### src/rtl/priority_arbiter_fsm.sv
// priority_arbiter_fsm: 8-requester fixed/round-robin arbiter with release handshake and hold-time limit
module priority_arbiter_fsm #(
  parameter int HOLD_MAX = 16
) (
  input  logic       clk,
  input  logic       rst,
  input  logic       mode,
  input  logic [7:0] req,
  input  logic       rel,
  output logic [7:0] gnt,
  output logic [2:0] gnt_id,
  output logic       gnt_valid,
  output logic       timeout_pulse
);
  localparam int CW = $clog2(HOLD_MAX + 1);
  typedef enum logic {IDLE, GRANT} state_t;
  state_t          state;
  logic [2:0]      owner, last, win, idx;
  logic [CW-1:0]   hold_cnt;
  logic            done;
  // later loop iterations override earlier ones, so the last visited index has top priority
  always_comb begin
    win = '0;
    idx = '0;
    if (mode) begin
      for (int k = 8; k >= 1; k--) begin
        idx = last - 3'(k);
        if (req[idx]) win = idx;
      end
    end else begin
      for (int i = 0; i < 8; i++)
        if (req[i]) win = 3'(i);
    end
  end
  assign done = rel || !req[owner] || hold_cnt == CW'(HOLD_MAX);
  always_ff @(posedge clk) begin
    if (rst) begin
      state         <= IDLE;
      gnt           <= '0;
      gnt_id        <= '0;
      gnt_valid     <= 1'b0;
      timeout_pulse <= 1'b0;
      owner         <= '0;
      last          <= '0;
      hold_cnt      <= '0;
    end else begin
      timeout_pulse <= 1'b0;
      if (state == IDLE) begin
        if (|req) begin
          state     <= GRANT;
          owner     <= win;
          last      <= win;
          gnt       <= 8'(1) << win;
          gnt_id    <= win;
          gnt_valid <= 1'b1;
          hold_cnt  <= CW'(1);
        end
      end else if (done) begin
        state         <= IDLE;
        gnt           <= '0;
        gnt_id        <= '0;
        gnt_valid     <= 1'b0;
        hold_cnt      <= '0;
        timeout_pulse <= !rel && req[owner];
      end else begin
        hold_cnt <= hold_cnt + CW'(1);
      end
    end
  end
endmodule

### config.mk
export PLATFORM = sky130hd
export DESIGN_NAME = priority_arbiter_fsm
export DESIGN_NICKNAME = d
export VERILOG_FILES = /design/src/rtl/priority_arbiter_fsm.sv
export SDC_FILE = /design/constraint.sdc
export NUM_CORES = 1
export LEC_CHECK = 0
export ABC_CLOCK_PERIOD_IN_PS = 2900
export CAP_MARGIN = 20
export CELL_PAD_IN_SITES_DETAIL_PLACEMENT = 0
export CELL_PAD_IN_SITES_GLOBAL_PLACEMENT = 2
export CORE_ASPECT_RATIO = 0.9
export CORE_MARGIN = 1.5
export CORE_UTILIZATION = 31
export CTS_CLUSTER_DIAMETER = 150
export DETAILED_ROUTE_END_ITERATION = 8
export PLACE_DENSITY = 0.81
export SLEW_MARGIN = 20
export SYNTH_ARGS = -nofsm -noshare
export SYNTH_HDL_FRONTEND = slang
export SYNTH_SLANG_ARGS = --single-unit
### constraint.sdc
create_clock -name clk -period 2.9 [get_ports clk]
set_input_delay 0.435 -clock clk [delete_from_list [all_inputs] [get_ports clk]]
set_output_delay 0.435 -clock clk [all_outputs]
set_load 0.05 [all_outputs]
==> out/results.md <==
| Step | Parameter | Reported |
|---|---|---|
| status | Status | finished, final reports clean |
| clock tree | Later-pin clock latency in the skew report | 0.26 ns |
| sta | Final Critical Period | 2.825 ns |
| finish | Most common cell after layout, fill and taps aside | sky130_fd_sc_hd__buf_4 |
| floorplan | Io pins | 25 |
| route | Total routed wirelength | 5.554 mm |
| global route | Pin count of the biggest net entering global routing | 16 |
| sta | Number of setup violations in the final report | 0 |
| flow run | Number of maximum-capacitance violations | 0 |
| yosys | Async set-reset flop share out of synthesis | 0% |
| floorplan | Starting utilization of the core area | 32.59% |
| floorplan | Core region area | 6216 µm² |
| yosys | Number of instances in the synthesized netlist | 231 |
| min path | Path type of the worst min-delay path | reg2reg |
| worst setup path | Type of element launching the critical path | register |
| worst setup path | Max Fanout on Critical Path | 7 |
| yosys | Post-synthesis area per instance | 8.769 µm² |
| yosys | Post-Syn Nets | 247 |
| route | Ratio of routed vias to standard cells | 5.220 |
| sta | Hold WS | 0.4588 ns |
| yosys | Primary flip-flop cell chosen by synthesis mapping | sky130_fd_sc_hd__dfxtp_1 |
| placement | Routability-driven placement congestion ratio | 0.9131 |
| global route | Number of antenna violations at the first check in global routing | 0 |
| power and ir drop | Switching power | 1.168 mW |
| power and ir drop | Total leakage power | 1.048 nW |
| finish | Ratio of cells with drive above 1 in the final layout | 31.72% |
| global route | Wire length of the first global-routing pass | 9.259 mm |
| global route | Global router's overall resource usage | 16.80% |
| route | Routed len/inst | 14.73 µm |
| power and ir drop | Share of total power in sequential cells | 15.5% |
| sta | Final count of hold timing violations | 0 |
| clock tree | Number of buffers added by the clock tree synthesis step | 3 |
| placement | Number of I/O port buffers | 24 |
| sta | Slew headroom | 60.67% |
| route | Detailed-router iteration count before antenna repair | 4 |
| power and ir drop | Switching share of power | 43.68% |
| floorplan | Die Width | 88.21 µm |
| route | Antenna Violating Nets Remaining | 0 |
| sta | Final Slew Violations | 0 |
| clock tree | Clock slew at reported path FFs | 0.08 ns |
| sta | Final period util | 97.40% |
| placement | Detailed placer's ending HPWL | 4.343 mm |
| floorplan | Height of the die | 79.69 µm |
| power and ir drop | Cell-internal power | 1.506 mW |
| worst setup path | Element type at the critical path end | register |
| sta | RSZ-0062 raised after global routing | false |
| sta | Max Clk Rate | 354.0 MHz |
| clock tree | Maximum clock insertion buffer count | 2 |
| sta | Worst slew pin tran | 0.5881 ns |
| power and ir drop | Power Dens Cells | 963.3 nW/µm² |
| clock tree | CTS Root Cell | sky130_fd_sc_hd__clkbuf_8 |
| finish | Layout-stage area growth over the synthesis result | 37.06% |
| route | Starting DRT DRC Count | 104 |
| yosys | Netlist area before placement | 2026 µm² |
| sta | Final worst clock skew | 0.004471 ns |
| floorplan | # rows | 27 |
| power and ir drop | Max rail drop VDD | 0.2539 mV |
| clock tree | H-tree level count | 1 |
| worst setup path | Critical Path AT | 3.00 ns |
| floorplan | Die Footprint | 7029 µm² |
| power and ir drop | Power share of the clock group | 10.8% |
| clock tree | Hold buffer count at cts | 0 |
| placement | Placed cell area | 2628 µm² |
| clock tree | CTS tree | built |
| yosys | Post-synthesis cell type count | 53 |
| route | DRC violations left | 0 |
| finish | Most frequent cells in the layout | sky130_fd_sc_hd__buf_4 (49), sky130_fd_sc_hd__clkdlybuf4s50_1 (24), sky130_fd_sc_hd__dfxtp_1 (20), sky130_fd_sc_hd__a21oi_1 (17), sky130_fd_sc_hd__nand2_1 (16) |
| yosys | Number of synthesized flops with an enable pin | 0 |
| finish | Fin nets | 307 |
| finish | Post-Layout Inst Area | 2776 µm² |
| worst setup path | Endpoint required time on the critical path | 3.07 ns |
| global route | Remaining Overflow, GRT | 0 |
| yosys | Number of synthesized register bits | 22 |
| finish | Count of inserted antenna diode cells | 0 |
| yosys | Sequential share of the synthesized area | 21.74% |
| worst setup path | Worst Setup Path Type | reg2reg |
| yosys | Ys Warns | 0 |
| clock tree | Clock Sinks | 22 |
| power and ir drop | Proportion of power drawn by combinational gates | 73.7% |
| global route | Via count of the first global-routing pass | 1920 |
| route | Via count | 1968 |
-- flip-flops by register name, indices dropped and copies added, names as in the netlist --
register       cells
gnt                8
hold_cnt           5
gnt_id             3
last               3
gnt_valid          1
state              1
timeout_pulse      1
-- worst max-delay path, stage by stage (launching register included) --
cell and delay (ns):
sky130_fd_sc_hd__dfxtp_2 0.35, sky130_fd_sc_hd__inv_2 0.06, sky130_fd_sc_hd__ha_4 0.32, sky130_fd_sc_hd__buf_4 0.16, sky130_fd_sc_hd__mux2i_1 0.11, sky130_fd_sc_hd__mux4_2 0.49
sky130_fd_sc_hd__a32o_1 0.26, sky130_fd_sc_hd__a221oi_2 0.31, sky130_fd_sc_hd__nor3_2 0.10, sky130_fd_sc_hd__or2_4 0.29, sky130_fd_sc_hd__o32ai_1 0.28
-- what timing repair did --
action,in CTS,in global routing
gates cloned,0,0
gates resized for setup,1,7
pin swaps,0,2
setup endpoints to repair,1,11
buffers inserted,0,5
-- worst paths after layout --
kind	from	endpoint	slack (ns)	cells after the start
max reg2reg	last[0]	gnt[4]	0.08	10
min	gnt_id[1]	gnt_id[1]	0.46	2
min reg2reg	gnt_id[1]	gnt_id[1]	0.46	2
max	last[0]	gnt[4]	0.08	10
-- cell type report --
cell class,count,area [µm²]
Fill cell,643,3440
Multi-Input combinational cell,176,1481
Timing Repair Buffer,74,619.3
Sequential cell,22,442.9
Tap cell,87,108.9
Inverter,14,52.55
Clock buffer,3,41.29
Clock inverter,1,30.03
-- per-stage QoR --
step                TNS (ns)  util, %  worst slack [ns]  instances  total power [mW]
CTS                        0    43.54          0.008779        372             2.572
finish                     0    44.67           0.07526        377             2.675
global placement      -1.134    42.27           -0.1668        368             2.260
floorplan                  0        -          0.001434        231             1.717
detailed placement    -1.260    42.27           -0.1710        368             2.265
global route               0    44.67          0.003870        377             2.858
-- cells in the mapped netlist (4+ instances only) --
| master | count | area [µm²] |
|---|---|---|
| sky130_fd_sc_hd__nand2b_1 | 12 | 75.07 |
| sky130_fd_sc_hd__mux2i_1 | 11 | 110.1 |
| sky130_fd_sc_hd__nand2_1 | 16 | 60.06 |
| sky130_fd_sc_hd__o21ai_0 | 8 | 40.04 |
| sky130_fd_sc_hd__o32ai_1 | 5 | 43.79 |
| sky130_fd_sc_hd__nor2_1 | 13 | 48.80 |
| sky130_fd_sc_hd__mux2_2 | 5 | 56.30 |
| sky130_fd_sc_hd__dfxtp_1 | 22 | 440.4 |
| sky130_fd_sc_hd__clkbuf_1 | 7 | 26.28 |
| sky130_fd_sc_hd__nand3_1 | 7 | 35.03 |
| sky130_fd_sc_hd__nor2b_1 | 4 | 25.02 |
| sky130_fd_sc_hd__ha_1 | 4 | 50.05 |
| sky130_fd_sc_hd__a32o_1 | 5 | 50.05 |
| sky130_fd_sc_hd__and2_1 | 6 | 37.54 |
| sky130_fd_sc_hd__nor3_1 | 5 | 25.02 |
| sky130_fd_sc_hd__buf_2 | 7 | 35.03 |
| sky130_fd_sc_hd__mux4_2 | 11 | 247.7 |
| sky130_fd_sc_hd__inv_1 | 11 | 41.29 |
| sky130_fd_sc_hd__a21oi_1 | 18 | 90.09 |
-- metal layers --
metal,global-route usage [%],part of all wire [%]
met4,3.125,1.5
met2,27.25,47
met3,2.378,2.6
met1,23.82,49
met5,0,0
-- power groups by stage --
| stage | logic (mW) | registers (mW) | clock network, mW |
|---|---|---|---|
| finish | 1.97 | 0.415 | 0.288 |
| global route | 2.13 | 0.424 | 0.305 |
| CTS | 1.86 | 0.414 | 0.294 |
| detailed placement | 1.84 | 0.421 | 0 |
| global placement | 1.84 | 0.421 | 0 |
| floorplan | 1.17 | 0.544 | 0 |
-- kinds of logic after synthesis --
logic type	after synthesis	synth area share, %
DFF	22	21.74
AOI/OAI and AO/OA	63	22.55
adders and majority gates	4	2.471
buffers and inverters	33	8.277
muxes	31	24.40
xor gates and xnor gates	4	1.730
and+or+nand+nor	74	18.84
Power figures use the tool's default switching activity.
